===== src/rtl/id_operand_issue_if.sv =====
// Handshake bundles around the ID/EX issue slot.
// id_in_if carries the decoder offer, id_out_if carries the issued slot.
interface id_in_if #(
   parameter int AW     = 16,
   parameter int DW     = 16,
   parameter int RAW    = 4,
   parameter int CTRL_W = 8
) ();
   logic              valid;
   logic              ready;
   logic [AW-1:0]     pc;
   logic [CTRL_W-1:0] ctrl;
   logic              re0;
   logic              re1;
   logic [RAW-1:0]    raddr0;
   logic [RAW-1:0]    raddr1;
   logic [DW-1:0]     imm;
   logic              we;
   logic [RAW-1:0]    waddr;
   logic              is_load;

   modport master (
      output valid, pc, ctrl, re0, re1, raddr0, raddr1,
      output imm, we, waddr, is_load,
      input  ready
   );
   modport slave (
      input  valid, pc, ctrl, re0, re1, raddr0, raddr1,
      input  imm, we, waddr, is_load,
      output ready
   );
endinterface

interface id_out_if #(
   parameter int AW     = 16,
   parameter int DW     = 16,
   parameter int RAW    = 4,
   parameter int CTRL_W = 8
) ();
   logic              valid;
   logic              ready;
   logic [AW-1:0]     pc;
   logic [CTRL_W-1:0] ctrl;
   logic [DW-1:0]     op0;
   logic [DW-1:0]     op1;
   logic              we;
   logic [RAW-1:0]    waddr;
   logic              is_load;

   modport master (
      output valid, pc, ctrl, op0, op1, we, waddr, is_load,
      input  ready
   );
   modport slave (
      input  valid, pc, ctrl, op0, op1, we, waddr, is_load,
      output ready
   );
endinterface


===== src/rtl/id_operand_issue.sv =====
// Decode-to-execute issue slot with operand forwarding and load-use stall.
// Define ID_WB_FWD_EN to add a lowest-priority WB forwarding source.
module id_operand_issue #(
   parameter int DW     = 16,
   parameter int AW     = 16,
   parameter int RAW    = 4,
   parameter int CTRL_W = 8,
   parameter int CNT_W  = 16
) (
   input  logic             clk,
   input  logic             rst,
   id_in_if.slave           in_if,
   id_out_if.master         out_if,
   input  logic [DW-1:0]    rf_rdata0_i,
   input  logic [DW-1:0]    rf_rdata1_i,
   input  logic             ex_we_i,
   input  logic [RAW-1:0]   ex_waddr_i,
   input  logic [DW-1:0]    ex_wdata_i,
   input  logic             ex_is_load_i,
   input  logic             mem_we_i,
   input  logic [RAW-1:0]   mem_waddr_i,
   input  logic [DW-1:0]    mem_wdata_i,
`ifdef ID_WB_FWD_EN
   input  logic             wb_we_i,
   input  logic [RAW-1:0]   wb_waddr_i,
   input  logic [DW-1:0]    wb_wdata_i,
`endif
   input  logic             flush_i,
   output logic [CNT_W-1:0] stall_cnt_o
);

   typedef enum logic [1:0] {RUN, LU, HOLD} state_t;

   state_t            state_q;
   logic              valid_q;
   logic [AW-1:0]     pc_q;
   logic [CTRL_W-1:0] ctrl_q;
   logic [DW-1:0]     op0_q, op0_d;
   logic [DW-1:0]     op1_q, op1_d;
   logic              we_q;
   logic [RAW-1:0]    waddr_q;
   logic              is_load_q;
   logic [CNT_W-1:0]  cnt_q;

   logic ex_hit0, ex_hit1, mem_hit0, mem_hit1;
   logic lu, hold, xfer;

   assign ex_hit0  = ex_we_i  & (ex_waddr_i  == in_if.raddr0);
   assign ex_hit1  = ex_we_i  & (ex_waddr_i  == in_if.raddr1);
   assign mem_hit0 = mem_we_i & (mem_waddr_i == in_if.raddr0);
   assign mem_hit1 = mem_we_i & (mem_waddr_i == in_if.raddr1);

   // Only a load still in EX cannot be forwarded in time.
   assign lu = in_if.valid & ex_is_load_i & ex_we_i &
               ((in_if.re0 & ex_hit0) | (in_if.re1 & ex_hit1));

   assign hold = valid_q & ~out_if.ready;
   assign in_if.ready = ~flush_i & ~lu & (~valid_q | out_if.ready);
   assign xfer = in_if.valid & in_if.ready;

   always_comb begin
      op0_d = rf_rdata0_i;
      priority case (1'b1)
         !in_if.re0: op0_d = '0;
         ex_hit0:    op0_d = ex_wdata_i;
         mem_hit0:   op0_d = mem_wdata_i;
`ifdef ID_WB_FWD_EN
         (wb_we_i && wb_waddr_i == in_if.raddr0):
                     op0_d = wb_wdata_i;
`endif
         default:    op0_d = rf_rdata0_i;
      endcase
   end

   always_comb begin
      op1_d = rf_rdata1_i;
      priority case (1'b1)
         !in_if.re1: op1_d = in_if.imm;
         ex_hit1:    op1_d = ex_wdata_i;
         mem_hit1:   op1_d = mem_wdata_i;
`ifdef ID_WB_FWD_EN
         (wb_we_i && wb_waddr_i == in_if.raddr1):
                     op1_d = wb_wdata_i;
`endif
         default:    op1_d = rf_rdata1_i;
      endcase
   end

   always_ff @(posedge clk or negedge rst) begin
      if (!rst) begin
         state_q   <= RUN;
         valid_q   <= 1'b0;
         pc_q      <= '0;
         ctrl_q    <= '0;
         op0_q     <= '0;
         op1_q     <= '0;
         we_q      <= 1'b0;
         waddr_q   <= '0;
         is_load_q <= 1'b0;
         cnt_q     <= '0;
      end else if (flush_i) begin
         valid_q <= 1'b0;
         state_q <= RUN;
      end else begin
         if (!hold) begin
            valid_q <= xfer;
            if (lu && cnt_q != '1)
               cnt_q <= cnt_q + 1'b1;
         end
         if (xfer) begin
            pc_q      <= in_if.pc;
            ctrl_q    <= in_if.ctrl;
            op0_q     <= op0_d;
            op1_q     <= op1_d;
            we_q      <= in_if.we;
            waddr_q   <= in_if.waddr;
            is_load_q <= in_if.is_load;
         end
         unique case (state_q)
            RUN:     state_q <= hold ? HOLD : (lu ? LU : RUN);
            LU:      state_q <= hold ? HOLD : RUN;
            HOLD:    state_q <= hold ? HOLD : (lu ? LU : RUN);
            default: state_q <= RUN;
         endcase
      end
   end

   assign out_if.valid   = valid_q;
   assign out_if.pc      = pc_q;
   assign out_if.ctrl    = ctrl_q;
   assign out_if.op0     = op0_q;
   assign out_if.op1     = op1_q;
   assign out_if.we      = we_q;
   assign out_if.waddr   = waddr_q;
   assign out_if.is_load = is_load_q;
   assign stall_cnt_o    = cnt_q;

endmodule


===== src/flat_wrapper.sv =====
// flat-port wrapper written by rule: the top's interface ports become plain ports
module id_operand_issue_flat 
#(
   parameter int DW     = 16,
   parameter int AW     = 16,
   parameter int RAW    = 4,
   parameter int CTRL_W = 8,
   parameter int CNT_W  = 16
)
  (clk, rst, rf_rdata0_i, rf_rdata1_i, ex_we_i, ex_waddr_i, ex_wdata_i, ex_is_load_i, mem_we_i, mem_waddr_i, mem_wdata_i, flush_i, stall_cnt_o, in_if_valid, in_if_pc, in_if_ctrl, in_if_re0, in_if_re1, in_if_raddr0, in_if_raddr1, in_if_imm, in_if_we, in_if_waddr, in_if_is_load, in_if_ready, out_if_valid, out_if_pc, out_if_ctrl, out_if_op0, out_if_op1, out_if_we, out_if_waddr, out_if_is_load, out_if_ready);
  id_in_if #(.AW(AW), .DW(DW), .RAW(RAW), .CTRL_W(CTRL_W)) in_if_i ();
  id_out_if #(.AW(AW), .DW(DW), .RAW(RAW), .CTRL_W(CTRL_W)) out_if_i ();
  input  logic clk;
  input  logic rst;
  input  logic [DW-1:0] rf_rdata0_i;
  input  logic [DW-1:0] rf_rdata1_i;
  input  logic ex_we_i;
  input  logic [RAW-1:0] ex_waddr_i;
  input  logic [DW-1:0] ex_wdata_i;
  input  logic ex_is_load_i;
  input  logic mem_we_i;
  input  logic [RAW-1:0] mem_waddr_i;
  input  logic [DW-1:0] mem_wdata_i;
  input  logic flush_i;
  output logic [CNT_W-1:0] stall_cnt_o;
  input wire logic [$bits(in_if_i.valid)-1:0] in_if_valid;
  input wire logic [$bits(in_if_i.pc)-1:0] in_if_pc;
  input wire logic [$bits(in_if_i.ctrl)-1:0] in_if_ctrl;
  input wire logic [$bits(in_if_i.re0)-1:0] in_if_re0;
  input wire logic [$bits(in_if_i.re1)-1:0] in_if_re1;
  input wire logic [$bits(in_if_i.raddr0)-1:0] in_if_raddr0;
  input wire logic [$bits(in_if_i.raddr1)-1:0] in_if_raddr1;
  input wire logic [$bits(in_if_i.imm)-1:0] in_if_imm;
  input wire logic [$bits(in_if_i.we)-1:0] in_if_we;
  input wire logic [$bits(in_if_i.waddr)-1:0] in_if_waddr;
  input wire logic [$bits(in_if_i.is_load)-1:0] in_if_is_load;
  output wire logic [$bits(in_if_i.ready)-1:0] in_if_ready;
  output wire logic [$bits(out_if_i.valid)-1:0] out_if_valid;
  output wire logic [$bits(out_if_i.pc)-1:0] out_if_pc;
  output wire logic [$bits(out_if_i.ctrl)-1:0] out_if_ctrl;
  output wire logic [$bits(out_if_i.op0)-1:0] out_if_op0;
  output wire logic [$bits(out_if_i.op1)-1:0] out_if_op1;
  output wire logic [$bits(out_if_i.we)-1:0] out_if_we;
  output wire logic [$bits(out_if_i.waddr)-1:0] out_if_waddr;
  output wire logic [$bits(out_if_i.is_load)-1:0] out_if_is_load;
  input wire logic [$bits(out_if_i.ready)-1:0] out_if_ready;
  assign in_if_i.valid = in_if_valid;
  assign in_if_i.pc = in_if_pc;
  assign in_if_i.ctrl = in_if_ctrl;
  assign in_if_i.re0 = in_if_re0;
  assign in_if_i.re1 = in_if_re1;
  assign in_if_i.raddr0 = in_if_raddr0;
  assign in_if_i.raddr1 = in_if_raddr1;
  assign in_if_i.imm = in_if_imm;
  assign in_if_i.we = in_if_we;
  assign in_if_i.waddr = in_if_waddr;
  assign in_if_i.is_load = in_if_is_load;
  assign in_if_ready = in_if_i.ready;
  assign out_if_valid = out_if_i.valid;
  assign out_if_pc = out_if_i.pc;
  assign out_if_ctrl = out_if_i.ctrl;
  assign out_if_op0 = out_if_i.op0;
  assign out_if_op1 = out_if_i.op1;
  assign out_if_we = out_if_i.we;
  assign out_if_waddr = out_if_i.waddr;
  assign out_if_is_load = out_if_i.is_load;
  assign out_if_i.ready = out_if_ready;
  id_operand_issue #(.DW(DW), .AW(AW), .RAW(RAW), .CTRL_W(CTRL_W), .CNT_W(CNT_W)) u_core (.clk(clk), .rst(rst), .in_if(in_if_i), .out_if(out_if_i), .rf_rdata0_i(rf_rdata0_i), .rf_rdata1_i(rf_rdata1_i), .ex_we_i(ex_we_i), .ex_waddr_i(ex_waddr_i), .ex_wdata_i(ex_wdata_i), .ex_is_load_i(ex_is_load_i), .mem_we_i(mem_we_i), .mem_waddr_i(mem_waddr_i), .mem_wdata_i(mem_wdata_i), .flush_i(flush_i), .stall_cnt_o(stall_cnt_o));
endmodule

===== config.mk =====
export PLATFORM = sky130hd
export DESIGN_NAME = id_operand_issue_flat
export DESIGN_NICKNAME = d
export VERILOG_FILES = /design/src/rtl/id_operand_issue_if.sv /design/src/rtl/id_operand_issue.sv /design/src/flat_wrapper.sv
export SDC_FILE = /design/constraint.sdc
export NUM_CORES = 1
export LEC_CHECK = 0
export BUFFER_PORTS_ARGS = -buffer_cell sky130_fd_sc_hd__buf_2
export CAP_MARGIN = 20
export CORE_MARGIN = 2
export CORE_UTILIZATION = 46
export CTS_CLUSTER_SIZE = 12
export DETAILED_ROUTE_END_ITERATION = 7
export HOLD_SLACK_MARGIN = 0.05
export PLACE_DENSITY = 0.82
export SLEW_MARGIN = 20
export SYNTH_ARGS = -nofsm -noshare
export SYNTH_HDL_FRONTEND = slang
export SYNTH_SLANG_ARGS = --single-unit

===== constraint.sdc =====
create_clock -name clk -period 2 [get_ports clk]
set_input_delay 0.3 -clock clk [delete_from_list [all_inputs] [get_ports clk]]
set_output_delay 0.3 -clock clk [all_outputs]
set_load 0.02 [all_outputs]

==> results.ini <==
[critical_path]
path_class = reg -> out
worstPathRequired_ns = 1.70
cp_num_buf_inv = 2
critPathSlowestCell = dfrtp_1
reg2regPathDepth = 7
r2r_start = u_core.stall_cnt_o[7]$_DFFE_PN0P_
cp_cell_sequence = nand2b_1 > nand2b_1 > buf_4 > nor3_2 > buf_2
crit_top_cell = nand2b_1
r2r_slack_ns = 0.20
cp.arrival_ns = 1.60
setup.worst_path.end_class = output pin
critPathTopFamily = simple AND/OR/NAND/NOR gates
path_max_fanout = 13
cp-start-kind = flip-flop
timing.rr.end = u_core.stall_cnt_o[4]$_DFFE_PN0P_
slowest_delay_ns = 0.38

[timing]
rsz0062_at_grt = false
finalSetupViolCount = 0
skew_ns = 0.0136
worst_pin_slew_ns = 0.555
drv_slew = 0
finalHoldViolCount = 0
max-slew-margin-rel_pct = 63.0
fmax_mhz = 527
post-route-min-period_ns = 1.90
finalSetupTns_ns = 0
fin_crit_sh_pct = 94.9
fin_hold_ws_ns = 0.168

[clock_network]
cts_hold_buf = 1
clock_path_buffers = 2
insertion_delay_ns = 0.34
clkSinkCount = 79
clkTransAtPathRegs_ns = 0.09
post-cts-setup-buffer-count = 0
htree_levels = 3
root_buffer = clkbuf_8
cts_resized = 0
cts_tree = done
numCtsBuffers = 9

[min_path]
hold_depth = 2
hold_class = in -> reg
min-delay-start = flush_i
min_to = u_core.out_if.valid$_DFFE_PN0P_

[pwr]
p_int_uw = 2800
combPwrFrac_pct = 28.6
pwr-share-clk_pct = 25.3
switching_share_pct = 33.1
power.switching_uw = 1380
p_leak_uw = 0.00290
ir_drop_mv = 0.543
seq_power_share_pct = 46.2
powerDensity_nw_per_um2 = 738
total_power_uw = 4190

[logic_synthesis]
synth_area_per_cell_um2 = 10.7
syn_area_um2 = 4210
yosysWarnings = 0
syn_inst = 394
synth.ff_latch_count = 79
synth.distinct_cells = 38
yosysSeqAreaShare_pct = 47.0
syn_nets = 531

[placement]
gp_congestion = 0.874
place_inst = 706
io_buffers = 215
hpwl_mm = 9.73

[floorplanning]
core_um2 = 8810
die_area_um2 = 9930
ios = 216
rows = 34
die_y_um = 99.7
die_w_um = 99.7
initial_core_util_pct = 47.8

[detailed_routing]
wl_per_cell_um = 17.3
vias = 4033
drtIter0Drc = 135
ant_nets = 0
totalWireLength_mm = 12.5
firstDrtPassIters = 4
drc = 0
viasPerCell = 5.59

[cells_and_area]
fill_cells = 711
drive_gt1_share_pct = 46.9
layout.nets = 747
final_cells = 722
multiInputGateArea_um2 = 2020
regArea_um2 = 1980
fin_util_pct = 64.5
area_growth_pct = 34.8
diodes = 0

[grt]
antenna_found_initial = 0
grt-ovfl-total = 0
grt_max_degree = 62
grt_pass1_vias = 4112
grt_util_all_layers_pct = 24.9
grt_first_pass_wirelength_mm = 19.7

[run]
cap_violations = 0

[status]
status = finished clean

[flip-flops by register name, indices dropped and copies added, names as in the netlist]
| signal | cells |
|---|---|
| u_core.out_if.is_load | 1 |
| u_core.out_if.valid | 1 |
| u_core.out_if.op1 | 16 |
| u_core.out_if.op0 | 16 |
| u_core.out_if.ctrl | 8 |
| u_core.out_if.we | 1 |
| u_core.out_if.waddr | 4 |
| u_core.stall_cnt_o | 16 |
| u_core.out_if.pc | 16 |
[power by group through the flow]
| stage | registers (µW) | clock network, µW | logic (µW) |
|---|---|---|---|
| after floorplan | 2230 | 0 | 394 |
| after global placement | 1950 | 0 | 1170 |
| after detailed placement | 1960 | 0 | 1200 |
| after CTS | 1940 | 1090 | 1210 |
| after global routing | 1960 | 1160 | 1280 |
| final | 1930 | 1060 | 1200 |
[layer usage]
metal | part of all wire, % | wire [µm] | vias to the layer above | track usage (%)
met3 | 6.3 | 787 | 26 | 4.50
met5 | 0 | 0 | - | 0
met2 | 51 | 6410 | 178 | 44.3
met4 | 2.5 | 307 | 0 | 8.96
li1 | - | - | 1864 | -
met1 | 40 | 4960 | 1965 | 30.1
[placed cells by master, fill, tap and decap left out, drive strengths merged, types with 14 or more instances in the layout]
| master | instances |
|---|---|
| xor2 | 22 |
| nor2b | 16 |
| inv | 22 |
| buf | 231 |
| o211ai | 17 |
| a21oi | 16 |
| o22a | 16 |
| nor3 | 14 |
| mux2 | 31 |
| a211oi | 16 |
| dfrtp | 79 |
| mux2i | 16 |
| o21ai | 34 |
| o2bb2ai | 16 |
[area by class of cell]
cell class,instances,area share (%)
clock buffer,10,2.43
clock inverter,5,0.617
inverter,22,1.46
multi-input combinational,266,35.7
sequential,79,34.8
tap,108,2.38
timing repair buffer,232,22.6
[how the worst max path moves through the flow]
stage,from,end,cells after the start
6_report,u_core.out_if.valid$_DFFE_PN0P_,in_if_ready,5
2_1_floorplan,u_core.out_if.valid$_DFFE_PN0P_,u_core.out_if.op0[0]$_DFFE_PN0P_,6
4_1_cts,u_core.out_if.valid$_DFFE_PN0P_,in_if_ready,5
3_5_place_dp,in_if_raddr0[3],u_core.stall_cnt_o[12]$_DFFE_PN0P_,8
5_1_grt,u_core.out_if.valid$_DFFE_PN0P_,in_if_ready,5
3_3_place_gp,in_if_raddr0[3],u_core.stall_cnt_o[1]$_DFFE_PN0P_,7
[Yosys cell counts]
master | count | area (µm²)
nand2b_1 | 7 | 43.8
nand2_1 | 9 | 33.8
and3_1 | 3 | 18.8
nor3b_2 | 2 | 25.0
mux2i_1 | 16 | 160
nor3_1 | 13 | 65.1
mux2_2 | 31 | 349
nand3_1 | 8 | 40.0
buf_2 | 10 | 50.1
inv_1 | 22 | 82.6
buf_6 | 2 | 22.5
o21ai_0 | 31 | 155
or3_1 | 1 | 6.26
nor3_2 | 1 | 10.0
a21oi_1 | 16 | 80.1
nor2_1 | 5 | 18.8
nor4_2 | 2 | 25.0
o2111ai_1 | 1 | 8.76
nand3_2 | 1 | 10.0
a222oi_1 | 1 | 10.0
o21ai_1 | 2 | 10.0
o211ai_1 | 17 | 128
xor2_1 | 22 | 193
and3_4 | 1 | 11.3
a211oi_1 | 16 | 120
xnor2_1 | 5 | 43.8
o2bb2ai_1 | 16 | 140
ha_1 | 1 | 12.5
and2_1 | 1 | 6.26
clkbuf_1 | 13 | 48.8
buf_4 | 2 | 15.0
dfrtp_1 | 79 | 1980
nor4_4 | 1 | 21.3
or2_2 | 1 | 6.26
nor2b_1 | 16 | 100
o21ai_2 | 1 | 8.76
o22a_1 | 16 | 140
nand4_1 | 2 | 12.5
[worst register-to-register path: cells and delay by family, from the launching register on]
kind            cells  cell delay [ns]
xor+xnor            1             0.15
buf+inv             1             0.19
compound gates      1             0.12
simple gates        4             0.77
flops               1             0.44
[logic make-up (layout without fill, tap and decap cells)]
family	count (synthesis)	after routing	synth area share, %
compound gates	117	117	19.0
flops	79	79	47.0
simple gates	74	74	10.8
buf+inv	49	269	5.20
mux	47	47	12.1
xor+xnor	27	27	5.62
fa+ha+maj	1	1	0.297
[per-stage QoR]
step	instance area, µm²	setup WS, ns
6_report	5680	0.101
5_1_grt	5680	0.0136
4_1_cts	5680	0.0853
3_5_place_dp	5490	0.0268
3_3_place_gp	5490	0.106
2_1_floorplan	4210	0.224
No activity file was read; power rests on OpenSTA's default activity.
